[src/rtl/riscv_fetch_pkg.sv]
// riscv_fetch_pkg: shared widths, queue entry type and redirect checking
// for the instruction fetch unit.
package riscv_fetch_pkg;

  localparam int XLEN    = 32;
  localparam int INSTR_W = 32;

  // One prefetch slot: the PC it was fetched from, the returned word,
  // and whether memory has answered yet.
  typedef struct packed {
    logic [XLEN-1:0]    pc;
    logic [INSTR_W-1:0] instr;
    logic               filled;
  } fetch_entry_t;

  // A redirect is usable only if it lands inside the instruction memory
  // window and on a word boundary.
  function automatic logic redirect_ok(
    input logic [XLEN-1:0] target,
    input logic [XLEN-1:0] lo,
    input logic [XLEN-1:0] hi
  );
    return (target >= lo) && (target <= hi) && (target[1:0] == 2'b00);
  endfunction

endpackage

[src/rtl/ifu_prefetch_if.sv]
// ifu_prefetch_if: bundles the fetch unit's memory, redirect and decode
// ports. The master side is the fetch unit itself.
interface ifu_prefetch_if;
  import riscv_fetch_pkg::*;

  logic               imem_req_valid;
  logic               imem_req_ready;
  logic [XLEN-1:0]    imem_req_addr;
  logic               imem_rsp_valid;
  logic [INSTR_W-1:0] imem_rsp_data;
  logic               redirect_valid;
  logic [XLEN-1:0]    redirect_target;
  logic               out_valid;
  logic               out_ready;
  logic [XLEN-1:0]    out_pc;
  logic [INSTR_W-1:0] out_instr;
  logic [XLEN-1:0]    out_next_pc;
  logic               halted;
  logic               redirect_fault;

  modport master (
    output imem_req_valid, imem_req_addr,
    input  imem_req_ready, imem_rsp_valid, imem_rsp_data,
    input  redirect_valid, redirect_target,
    output out_valid, out_pc, out_instr, out_next_pc,
    input  out_ready,
    output halted, redirect_fault
  );

  modport slave (
    input  imem_req_valid, imem_req_addr,
    output imem_req_ready, imem_rsp_valid, imem_rsp_data,
    output redirect_valid, redirect_target,
    input  out_valid, out_pc, out_instr, out_next_pc,
    output out_ready,
    input  halted, redirect_fault
  );

endinterface

[src/rtl/ifu_slot_queue.sv]
// ifu_slot_queue: in-order prefetch queue. Slots are allocated when a
// request is issued, filled when its response returns, and popped by
// decode. Tracks total occupancy and how many slots still await memory.
module ifu_slot_queue
  import riscv_fetch_pkg::*;
#(
  parameter int QDEPTH = 4,
  localparam int PW    = $clog2(QDEPTH),
  localparam int CW    = $clog2(QDEPTH + 1)
) (
  input  logic               clk,
  input  logic               reset,
  input  logic               flush,
  input  logic               alloc_en,
  input  logic [XLEN-1:0]    alloc_pc,
  input  logic               fill_en,
  input  logic [INSTR_W-1:0] fill_instr,
  input  logic               pop_en,
  output fetch_entry_t       head,
  output logic [CW-1:0]      occ,
  output logic [CW-1:0]      pend
);

  fetch_entry_t  entries [QDEPTH];
  logic [PW-1:0] alloc_ptr;
  logic [PW-1:0] fill_ptr;
  logic [PW-1:0] head_ptr;

  // Allocate, fill and pop touch distinct slots, so all three may happen in
  // one cycle; a flush empties everything and takes priority.
  always_ff @(posedge clk) begin
    if (reset || flush) begin
      for (int i = 0; i < QDEPTH; i++) begin
        entries[i] <= '0;
      end
      alloc_ptr <= '0;
      fill_ptr  <= '0;
      head_ptr  <= '0;
      occ       <= '0;
      pend      <= '0;
    end else begin
      if (alloc_en) begin
        entries[alloc_ptr] <= '{pc: alloc_pc, instr: '0, filled: 1'b0};
        alloc_ptr          <= alloc_ptr + PW'(1);
      end
      if (fill_en) begin
        entries[fill_ptr].instr  <= fill_instr;
        entries[fill_ptr].filled <= 1'b1;
        fill_ptr                 <= fill_ptr + PW'(1);
      end
      if (pop_en) begin
        entries[head_ptr].filled <= 1'b0;
        head_ptr                 <= head_ptr + PW'(1);
      end
      occ  <= occ + CW'(alloc_en) - CW'(pop_en);
      pend <= pend + CW'(alloc_en) - CW'(fill_en);
    end
  end

  assign head = entries[head_ptr];

endmodule

[src/rtl/ifu_prefetch.sv]
// ifu_prefetch: sequential instruction fetch with a decoupled prefetch
// queue, redirect flushing with in-flight response dropping, and a halt
// once fetch runs past the end of instruction memory.
module ifu_prefetch
  import riscv_fetch_pkg::*;
#(
  parameter logic [XLEN-1:0] IMEM_START = 32'h0000_0000,
  parameter logic [XLEN-1:0] IMEM_END   = 32'h0000_0064,
  parameter int              QDEPTH     = 4
) (
  input logic            clk,
  input logic            reset,
  ifu_prefetch_if.master bus
);

  localparam int            CW          = $clog2(QDEPTH + 1);
  localparam logic [CW:0]   DEPTH_LIMIT = (CW + 1)'(QDEPTH);

  logic [XLEN-1:0] fetch_pc;
  logic [XLEN-1:0] next_pc;
  logic            halted_q;
  logic [CW-1:0]   drop_cnt;
  logic [CW-1:0]   q_occ;
  logic [CW-1:0]   q_pend;
  logic [CW-1:0]   outstanding;
  logic [CW:0]     inflight;
  fetch_entry_t    head;
  logic            redirect_accept;
  logic            req_valid_int;
  logic            req_fire;
  logic            rsp_drop;
  logic            rsp_fill;
  logic            pop;
  logic            past_end;

  // Slots plus responses still owed to flushed requests bound how many
  // requests may be outstanding at once.
  assign inflight        = {1'b0, q_occ} + {1'b0, drop_cnt};
  assign outstanding     = drop_cnt + q_pend;
  assign redirect_accept = bus.redirect_valid
                           && redirect_ok(bus.redirect_target, IMEM_START, IMEM_END);
  assign req_valid_int   = !halted_q && (inflight < DEPTH_LIMIT) && !bus.redirect_valid;
  assign req_fire        = req_valid_int && bus.imem_req_ready;
  assign rsp_drop        = bus.imem_rsp_valid && (drop_cnt != '0);
  assign rsp_fill        = bus.imem_rsp_valid && (drop_cnt == '0) && (q_pend != '0);
  assign pop             = head.filled && bus.out_ready;
  assign next_pc         = fetch_pc + XLEN'(4);
  assign past_end        = (next_pc > IMEM_END) || (next_pc < fetch_pc);

  ifu_slot_queue #(
    .QDEPTH (QDEPTH)
  ) u_queue (
    .clk        (clk),
    .reset      (reset),
    .flush      (redirect_accept),
    .alloc_en   (req_fire),
    .alloc_pc   (fetch_pc),
    .fill_en    (rsp_fill),
    .fill_instr (bus.imem_rsp_data),
    .pop_en     (pop),
    .head       (head),
    .occ        (q_occ),
    .pend       (q_pend)
  );

  // Fetch PC, halt flag and drop counter; an accepted redirect turns every
  // unanswered request into one to be discarded, less any answered now.
  always_ff @(posedge clk) begin
    if (reset) begin
      fetch_pc <= IMEM_START;
      halted_q <= 1'b0;
      drop_cnt <= '0;
    end else if (redirect_accept) begin
      fetch_pc <= bus.redirect_target;
      halted_q <= 1'b0;
      drop_cnt <= outstanding - CW'(bus.imem_rsp_valid && (outstanding != '0));
    end else begin
      if (req_fire) begin
        fetch_pc <= next_pc;
        if (past_end) begin
          halted_q <= 1'b1;
        end
      end
      if (rsp_drop) begin
        drop_cnt <= drop_cnt - CW'(1);
      end
    end
  end

  // Outputs are forced quiet while reset is held so nothing leaks from the
  // state being cleared.
  assign bus.imem_req_valid = !reset && req_valid_int;
  assign bus.imem_req_addr  = reset ? '0 : fetch_pc;
  assign bus.out_valid      = !reset && head.filled;
  assign bus.out_pc         = reset ? '0 : head.pc;
  assign bus.out_instr      = reset ? '0 : head.instr;
  assign bus.out_next_pc    = reset ? '0 : head.pc + XLEN'(4);
  assign bus.halted         = !reset && halted_q;
  assign bus.redirect_fault = !reset && bus.redirect_valid && !redirect_accept;

endmodule
[src/flat_wrapper.sv]
// flat-port wrapper written by rule: the top's interface ports become plain ports
module ifu_prefetch_flat import riscv_fetch_pkg::*;
#(
  parameter logic [XLEN-1:0] IMEM_START = 32'h0000_0000,
  parameter logic [XLEN-1:0] IMEM_END   = 32'h0000_0064,
  parameter int              QDEPTH     = 4
)
  (clk, reset, bus_imem_req_valid, bus_imem_req_addr, bus_imem_req_ready, bus_imem_rsp_valid, bus_imem_rsp_data, bus_redirect_valid, bus_redirect_target, bus_out_valid, bus_out_pc, bus_out_instr, bus_out_next_pc, bus_out_ready, bus_halted, bus_redirect_fault);
  ifu_prefetch_if bus_i ();
  input logic clk;
  input logic reset;
  output wire logic [$bits(bus_i.imem_req_valid)-1:0] bus_imem_req_valid;
  output wire logic [$bits(bus_i.imem_req_addr)-1:0] bus_imem_req_addr;
  input wire logic [$bits(bus_i.imem_req_ready)-1:0] bus_imem_req_ready;
  input wire logic [$bits(bus_i.imem_rsp_valid)-1:0] bus_imem_rsp_valid;
  input wire logic [$bits(bus_i.imem_rsp_data)-1:0] bus_imem_rsp_data;
  input wire logic [$bits(bus_i.redirect_valid)-1:0] bus_redirect_valid;
  input wire logic [$bits(bus_i.redirect_target)-1:0] bus_redirect_target;
  output wire logic [$bits(bus_i.out_valid)-1:0] bus_out_valid;
  output wire logic [$bits(bus_i.out_pc)-1:0] bus_out_pc;
  output wire logic [$bits(bus_i.out_instr)-1:0] bus_out_instr;
  output wire logic [$bits(bus_i.out_next_pc)-1:0] bus_out_next_pc;
  input wire logic [$bits(bus_i.out_ready)-1:0] bus_out_ready;
  output wire logic [$bits(bus_i.halted)-1:0] bus_halted;
  output wire logic [$bits(bus_i.redirect_fault)-1:0] bus_redirect_fault;
  assign bus_imem_req_valid = bus_i.imem_req_valid;
  assign bus_imem_req_addr = bus_i.imem_req_addr;
  assign bus_i.imem_req_ready = bus_imem_req_ready;
  assign bus_i.imem_rsp_valid = bus_imem_rsp_valid;
  assign bus_i.imem_rsp_data = bus_imem_rsp_data;
  assign bus_i.redirect_valid = bus_redirect_valid;
  assign bus_i.redirect_target = bus_redirect_target;
  assign bus_out_valid = bus_i.out_valid;
  assign bus_out_pc = bus_i.out_pc;
  assign bus_out_instr = bus_i.out_instr;
  assign bus_out_next_pc = bus_i.out_next_pc;
  assign bus_i.out_ready = bus_out_ready;
  assign bus_halted = bus_i.halted;
  assign bus_redirect_fault = bus_i.redirect_fault;
  ifu_prefetch #(.IMEM_START(IMEM_START), .IMEM_END(IMEM_END), .QDEPTH(QDEPTH)) u_core (.clk(clk), .reset(reset), .bus(bus_i));
endmodule
[config.mk]
export PLATFORM = sky130hd
export DESIGN_NAME = ifu_prefetch_flat
export DESIGN_NICKNAME = d
export VERILOG_FILES = /design/src/rtl/riscv_fetch_pkg.sv /design/src/rtl/ifu_prefetch_if.sv /design/src/rtl/ifu_slot_queue.sv /design/src/rtl/ifu_prefetch.sv /design/src/flat_wrapper.sv
export SDC_FILE = /design/constraint.sdc
export NUM_CORES = 1
export LEC_CHECK = 0
export ABC_AREA = 1
export CAP_MARGIN = 20
export CORE_MARGIN = 8
export CORE_UTILIZATION = 61
export CTS_CLUSTER_SIZE = 10
export DETAILED_ROUTE_END_ITERATION = 8
export HOLD_SLACK_MARGIN = 0.05
export PLACE_DENSITY = 0.86
export SYNTH_ARGS = -nofsm -noshare
export SYNTH_HDL_FRONTEND = slang
export SYNTH_SLANG_ARGS = --single-unit
[constraint.sdc]
create_clock -name clk -period 8.3 [get_ports clk]
set_input_delay 2.49 -clock clk [delete_from_list [all_inputs] [get_ports clk]]
set_output_delay 2.49 -clock clk [all_outputs]
set_load 0.02 [all_outputs]
==> results of run 1 <==
==> final timing paths <==
path	start	endpoint	slack, ns	cells past startpoint
setup / recovery	bus_redirect_valid	bus_redirect_fault	1.11	10
setup reg to reg	u_core.drop_cnt[1]	u_core.u_queue.entries[0][21]	4.34	12
hold / removal	u_core.u_queue.entries[2][0]	u_core.u_queue.entries[2][0]	0.50	2
hold reg to reg	u_core.u_queue.entries[2][0]	u_core.u_queue.entries[2][0]	0.50	2
==> final cells by class <==
cell class	count	area [um^2]	area share, %
clock inverters	5	50.0	0.255
inverters	168	636	3.24
well taps	341	427	2.17
flip-flops and latches	310	8770	44.7
repair buffers	222	2200	11.2
multi-input cells	1375	6550	33.4
clock buffers	49	992	5.06
==> stage by stage <==
step | power [uW] | instance area, um^2 | setup WS (ns) | utilization, %
global placement | 3080 | 18600 | 1.22 | 69.4
detailed placement | 3120 | 18600 | 1.13 | 69.5
finish | 4550 | 19600 | 1.11 | 73.4
CTS | 4540 | 19600 | 1.10 | 73.4
floorplan | 2710 | 16500 | 2.05 | -
global route | 4740 | 19600 | 0.967 | 73.4
==> cells in the mapped netlist (2+ instances only) <==
library cell	n	area (um^2)
dfxtp_1	54	1080
a21boi_0	2	15.0
o21ai_0	107	536
a22oi_1	5	37.5
nand4_1	9	56.3
a21oi_1	68	340
buf_4	4	30.0
a32oi_1	2	17.5
nand2_2	17	106
nor2_2	14	87.6
ha_1	37	463
xnor2_1	15	131
nor3_1	77	385
nor2_4	9	101
inv_1	142	533
buf_6	8	90.1
nor3b_1	2	15.0
nor3_2	3	30.0
nor4_1	9	56.3
clkbuf_1	36	135
nand3_1	100	500
a31oi_1	3	18.8
buf_1	12	45.0
buf_2	35	175
edfxtp_1	256	7690
fa_1	3	60.1
or2_2	2	12.5
nand3_2	2	20.0
nor2_1	513	1930
o31ai_1	3	22.5
inv_2	20	75.1
a211oi_1	4	30.0
clkinv_1	5	18.8
buf_8	2	30.0
o22ai_1	16	100
xor2_1	17	149
and2_1	4	25.0
nand2_1	325	1220
==> sequential cells by signal, indices dropped and copies added (netlist names), named ones only <==
register                  cells
u_core.u_queue.occ            3
u_core.drop_cnt               3
u_core.u_queue.alloc_ptr      2
u_core.u_queue.entries      260
u_core.u_queue.pend           3
u_core.u_queue.head_ptr       2
u_core.fetch_pc              32
u_core.halted_q               1
u_core.u_queue.fill_ptr       2
==> power by group through the flow <==
| stage | Combinational, uW | Sequential, uW | Clock (uW) |
|---|---|---|---|
| floorplan | 787 | 1920 | 0 |
| global placement | 1120 | 1960 | 0 |
| detailed placement | 1160 | 1960 | 0 |
| CTS | 1170 | 1940 | 1440 |
| global route | 1290 | 1950 | 1490 |
| finish | 1180 | 1940 | 1440 |
==> per-layer routing <==
layer  part of all wire [%]  up-vias  wire length, um
met2                     47      913            22400
met5                      0        -                0
met3                     10      143             4900
met4                    3.4        0             1600
li1                       -     6736                -
met1                     39     6798            18700
==> worst max-delay path, stage by stage <==
cell and delay, ns:
clkdlybuf4s50_1 0.49, inv_1 0.06, nor2_1 0.11, nand2_1 0.09, nor4_1 0.23, nand3_1 0.26
nand2_1 0.12, buf_4 0.24, nor2_1 0.06, clkdlybuf4s50_1 0.54
==> cell families (layout without fill, tap and decap cells) <==
| family | count (synthesis) | in the layout |
|---|---|---|
| simple gates | 1088 | 1088 |
| flops | 310 | 310 |
| buf+inv | 266 | 444 |
| compound gates | 215 | 215 |
| fa+ha+maj | 40 | 40 |
| xor+xnor | 32 | 32 |
==> metrics.md, run 1 <==
| Metric | Value |
|---|---|
| Outcome | `finished clean` |
| Sum of overflow across all layers after global routing | `0` |
| Worst Setup Path Type | `input port to output port` |
| Ant diodes | `0` |
| Static Leak | `0.00750 uW` |
| Source-to-sink clock delay at the later pin of the worst-skew pair | `0.52 ns` |
| Netlist Area Pre-Place | `0.0165 mm^2` |
| Share of the clock period used by the worst path | `86.7%` |
| DRC violations left | `0` |
| Synthesized-area fraction occupied by ao, oa, aoi and oai cells | `7.03%` |
| CTS Hold Buffers Added | `0` |
| Reported net switching power | `1460 uW` |
| Synthesized area per cell | `8.43 um^2` |
| Worst path required time | `5.81 ns` |
| I/O Buffers | `201` |
| Number of placement rows | `60` |
| Min-Delay Path Class | `register to register` |
| Fraction of registers with async set/reset | `0%` |
| Core region area | `0.0267 mm^2` |
| Part of the Yosys area used for sequential elements | `53.3%` |
| Combinational power share | `25.9%` |
| Internal power | `3090 uW` |
| Peak-usage layer in the global routing report | `met2` |
| Number of antenna violations at the first check in global routing | `0` |
| Count of antenna-violating nets left after detailed routing | `0` |
| Layout Cells excl Fill | `2470` |
| Worst vdd rail ir drop | `0.000151 V` |
| Number of synthesized flops with an enable pin | `256` |
| X dimension of the die | `180 um` |
| Top library cells by usage in the layout, fill and taps aside | `nor2_1, nand2_1, edfxtp_1` |
| Hold violation count in the final report | `0` |
| Clock skew | `0.0191 ns` |
| CP Max Fanout | `17` |
| Share of cells above drive strength 1 | `6.58%` |
| Transition time at the pin with the least slew margin | `1.11 ns` |
| Die Span Y | `180 um` |
| Mux contribution to synthesized area | `0%` |
| Global-route wire length before repair | `74500 um` |
| Worst slew slack as a fraction of its limit | `25.7%` |
| Commonest register cell after synthesis | `edfxtp_1` |
| Clock Tree Buf Depth | `3` |
| Post-detailed-routing wire length | `47600 um` |
| Area fraction in and, or, nand and nor cells after synthesis | `27.7%` |
| Syn nets | `2061` |
| Post-cts sizing count | `0` |
| Worst hold slack after final layout | `0.501 ns` |
| Sw Share | `32.0%` |
| Average wire per standard cell | `19.3 um` |
| Htree depth | `2` |
| Type of element launching the critical path | `input port` |
| Setup Buffers After CTS | `0` |
| Cell at the root of the clock tree | `clkbuf_16` |
| Inserted Clock Buffers | `37` |
| TritonCTS clock tree | `yes` |
| Met3 track utilization from global routing | `5.58%` |
| Setup TNS | `0 ns` |
| Most frequent standard cell in the layout excluding fill and tap cells | `nor2_1` |
| Nets@finish | `2224` |
| Number of flip-flops and latches in the synthesized netlist | `310` |
| Clock transition at the registers of the reported paths | `0.06 ns` |
| Aggregate global-route resource usage | `28.2%` |
| Number of DRC markers in iteration 0 | `1927` |
| Global placer's final weighted congestion | `0.966` |
| Critical path arrival | `4.70 ns` |
| Detail-routed via count per cell | `5.91` |
| Maximum clock frequency | `139 MHz` |
| Post-synthesis to final-layout area growth | `19.3%` |
| Dpl hpwl | `30100 um` |
| Starting density of the core | `61.6%` |
| Adder-cell share of the synthesized area | `3.18%` |
| I/O Pins | `202` |
| Synth Area in XOR/XNOR | `1.70%` |
| Main combinational cell family by area after synthesis | `simple AND/OR/NAND/NOR gates` |
| Cell variety after synth | `47` |
| Vias in the first global route | `14469` |
| Fraction of power consumed by sequential logic | `42.6%` |
| Power per standard cell area | `232 mW/mm^2` |
| Setup repair after global routing missed its margin | `false` |
| Number of filler cells placed in the layout | `1920` |
| Setup violation total in the final timing report | `0` |
| Number of synthesis warnings | `0` |
| Part of the total power dissipated in the clock network | `31.5%` |
| Worst setup EP type | `output port` |
| Met2 routing resource usage after global routing | `47.1%` |
| Met1 routing resource usage after global routing | `35.5%` |
| DR vias | `14590` |
| Maximum number of pins on one net before global-route repair | `134` |
| First-pass iteration count of the detailed router | `9` |
| Synthesized instance count | `1951` |
| Max-cap violation count | `0` |
| Die Outline Area | `0.0325 mm^2` |
| Final period demand of the worst path | `7.19 ns` |
| TritonCTS Sinks | `310` |
| Final-report max-slew violation count | `0` |
| Placed cell count | `2416` |
(Power assumes the default switching activity.)
==> inputs of run 2 (changes only) <==
- CAP_MARGIN: 20 -> default
- CORE_ASPECT_RATIO: default -> 1.5
==> run 2 against run 1 <==
Combinational power about the same. Die area up 0.33%. Critical path depth unchanged. Cell count up 0.20%. Maximum frequency down 0.80%. Total power about the same. Final area about the same. Clock skew down 0.0029 ns. Clock power about the same. Clock-buffer cell count up 10. Core utilization up 0.63 points.
==> metrics.md, run 2 (synthesis gave the netlist of run 1 again) <==
| Metric | Value |
|---|---|
| Peak-usage layer in the global routing report | `met2` |
| Critical R2R Capture | `u_core.fetch_pc[31]` |
| Ant diodes | `0 (unchanged)` |
| I/O Buffers | `201 (unchanged)` |
| Delay of the slowest critical-path stage | `0.55 ns (about the same)` |
| Placed cell count | `2413 (-0.12%)` |
| Average wire per standard cell | `19.5 um (+1.4%)` |
| Worst Setup Path Type | `input port to output port` |
| Final-report max-slew violation count | `0 (unchanged)` |
| Met3 track utilization from global routing | `4.86% (-0.72 points)` |
| DRC violations left | `0 (unchanged)` |
| Maximum clock frequency | `138 MHz (-0.80%)` |
| Clock Tree Buf Depth | `3 (unchanged)` |
| Global placer's final weighted congestion | `0.993 (+2.8%)` |
| Clock skew | `0.0162 ns (-0.00293 ns)` |
| Min-Delay Path Class | `register to register` |
| CP Max Fanout | `17 (unchanged)` |
| Min-delay src | `u_core.u_queue.entries[3][0]` |
| Vias in the first global route | `14376 (-0.64%)` |
| Placement-stage cell area | `0.0185 mm^2 (-0.19%)` |
| Number of instances on the worst hold path | `2 (unchanged)` |
| Outcome | `finished clean` |
| Sum of overflow across all layers after global routing | `0 (unchanged)` |
| Gate family responsible for the most delay along the worst path | `buffers and inverters` |
| Setup violation total in the final timing report | `0 (unchanged)` |
| First-pass iteration count of the detailed router | `6 (-3)` |
| Htree depth | `2 (unchanged)` |
| Max FFs per register | `260 (unchanged)` |
| Setup repair after global routing missed its margin | `false` |
| Total Power | `4550 uW (about the same)` |
| Power per standard cell area | `232 mW/mm^2 (+0.13%)` |
| Starting density of the core | `62.1% (+0.55 points)` |
| Maximum number of pins on one net before global-route repair | `129 (-3.7%)` |
| Clock transition at the registers of the reported paths | `0.05 ns (about the same)` |
| Share of the clock period used by the worst path | `87.4% (+0.70 points)` |
| Max-cap violation count | `0 (unchanged)` |
| Design area | `0.0196 mm^2 (about the same)` |
| R2R Path Start | `u_core.drop_cnt[1]` |
| Type of element launching the critical path | `input port` |
| X dimension of the die | `150 um (-17%)` |
| Reg-to-reg slack, setup | `4.44 ns (+0.10 ns)` |
| Capture endpoint of the worst hold path | `u_core.u_queue.entries[3][0]` |
| Worst-case reg-to-reg path depth | `11 (-1)` |
| Aggregate global-route resource usage | `29.3% (+1.1 points)` |
| Nets@finish | `2225 (+0.045%)` |
| Worst path required time | `5.81 ns (about the same)` |
| Global-route wire length before repair | `74600 um (about the same)` |
| Cell at the root of the clock tree | `clkbuf_16` |
| Die Span Y | `217 um (+20%)` |
| Number of antenna violations at the first check in global routing | `0 (unchanged)` |
| TritonCTS Sinks | `310 (unchanged)` |
| Largest registers | `u_core.u_queue.entries (260), u_core.fetch_pc (32)` |
| Post-detailed-routing wire length | `48400 um (+1.6%)` |
| Source-to-sink clock delay at the later pin of the worst-skew pair | `0.53 ns (about the same)` |
| CP Buf/Inv Count | `4 (unchanged)` |
| Layout Cells excl Fill | `2475 (+0.20%)` |
| Final period demand of the worst path | `7.25 ns (+0.0578 ns)` |
| Worst slew slack as a fraction of its limit | `23.4% (-2.3 points)` |
| Top library cells by usage in the layout, fill and taps aside | `nor2_1, nand2_1, edfxtp_1` |
| Share of cells above drive strength 1 | `6.50% (-0.074 points)` |
| Worst setup EP type | `output port` |
| Worst vdd rail ir drop | `0.000215 V (+43%)` |
| Setup TNS | `0 ns (unchanged)` |
| Hold violation count in the final report | `0 (unchanged)` |
| Critical path arrival | `4.76 ns (+0.06 ns)` |
| Most frequent standard cell in the layout excluding fill and tap cells | `nor2_1` |
| Library cell contributing the largest single delay on the critical path | `clkdlybuf4s50_1` |
| Number of placement rows | `73 (+22%)` |
| Dpl hpwl | `32000 um (+6.3%)` |
| DR vias | `14340 (-1.7%)` |
| Met1 routing resource usage after global routing | `31.8% (-3.7 points)` |
| Number of DRC markers in iteration 0 | `1123 (-42%)` |
| Register bank with the most flops | `u_core.u_queue.entries` |
| I/O Pins | `202 (unchanged)` |
| Setup Buffers After CTS | `0 (unchanged)` |
| Inserted Clock Buffers | `37 (unchanged)` |
| CTS Hold Buffers Added | `0 (unchanged)` |
| Count of antenna-violating nets left after detailed routing | `0 (unchanged)` |
| Met2 routing resource usage after global routing | `52.0% (+4.9 points)` |
| Static Leak | `0.00750 uW (about the same)` |
| Cell-by-cell trace of the critical path | `clkdlybuf4s50_1, inv_1, nor2_1, nand2_1, nor4_1, nand3_1, nand2_1, buf_4, nor2_1, clkdlybuf4s50_1` |
| Post-synthesis to final-layout area growth | `19.2% (about the same)` |
| Post-cts sizing count | `0 (unchanged)` |
| Transition time at the pin with the least slew margin | `1.15 ns (+0.0382 ns)` |
| Detail-routed via count per cell | `5.79 (-1.9%)` |
| TritonCTS clock tree | `yes` |
| Core region area | `0.0265 mm^2 (-0.89%)` |
| Die Outline Area | `0.0326 mm^2 (+0.33%)` |
-- run 2: cell types whose count changed in the layout (fill, tap and decap cells not counted), sizes merged --
cell | before | now
clkinv | 10 | 9
buf | 22 | 23
clkbuf | 49 | 59
inv | 163 | 162
-- run 2: per-layer routing --
metal / vias up / part of all wire (%)
li1: 6744 / -
met1: 6714 / 35
met2: 738 / 51
met3: 144 / 8.3
met4: 0 / 5.5
met5: - / 0
-- run 2: layout make-up --
cell class / count / area, um^2
flip-flops and latches: 310 / 8770
fillers: 1925 / 6870
multi-input cells: 1375 / 6540
repair buffers: 223 / 2170
clock buffers: 59 / 1040
inverters: 168 / 636
well taps: 337 / 422
clock inverters: 3 / 28.8
-- run 2: worst max path at each step --
stage                                        from            endpoint  cells after the start
after detailed placement       bus_redirect_valid  bus_redirect_fault                     10
after global placement         bus_redirect_valid  bus_redirect_fault                     10
final                          bus_redirect_valid  bus_redirect_fault                     10
after global routing           bus_redirect_valid  bus_redirect_fault                     10
after floorplan           bus_redirect_target[15]  bus_redirect_fault                      8
after CTS                      bus_redirect_valid  bus_redirect_fault                     10
-- run 2: stage by stage --
stage               hold slack, ns  util [%]  setup slack (ns)
floorplan                    0.445         -              2.05
global placement             0.460      70.0              1.20
detailed placement           0.463      70.0              1.07
global route                 0.513      74.0             0.946
finish                       0.475      74.0              1.05
CTS                          0.472      74.0              1.07
-- run 2: where the power goes --
| part | internal, uW | switching (uW) | leakage, uW | total (uW) |
|---|---|---|---|---|
| combinational | 414 | 778 | 0.00389 | 1190 |
| clock | 855 | 592 | 0.000512 | 1450 |
| sequential | 1840 | 71.7 | 0.00310 | 1910 |
-- run 2: worst register-to-register path: cells and delay by family, from the launching register on --
| family | cells | cell delay [ns] |
|---|---|---|
| simple gates | 5 | 1.04 |
| fa+ha+maj | 1 | 0.28 |
| buf+inv | 3 | 1.77 |
| flops | 1 | 0.35 |
| compound gates | 2 | 0.27 |
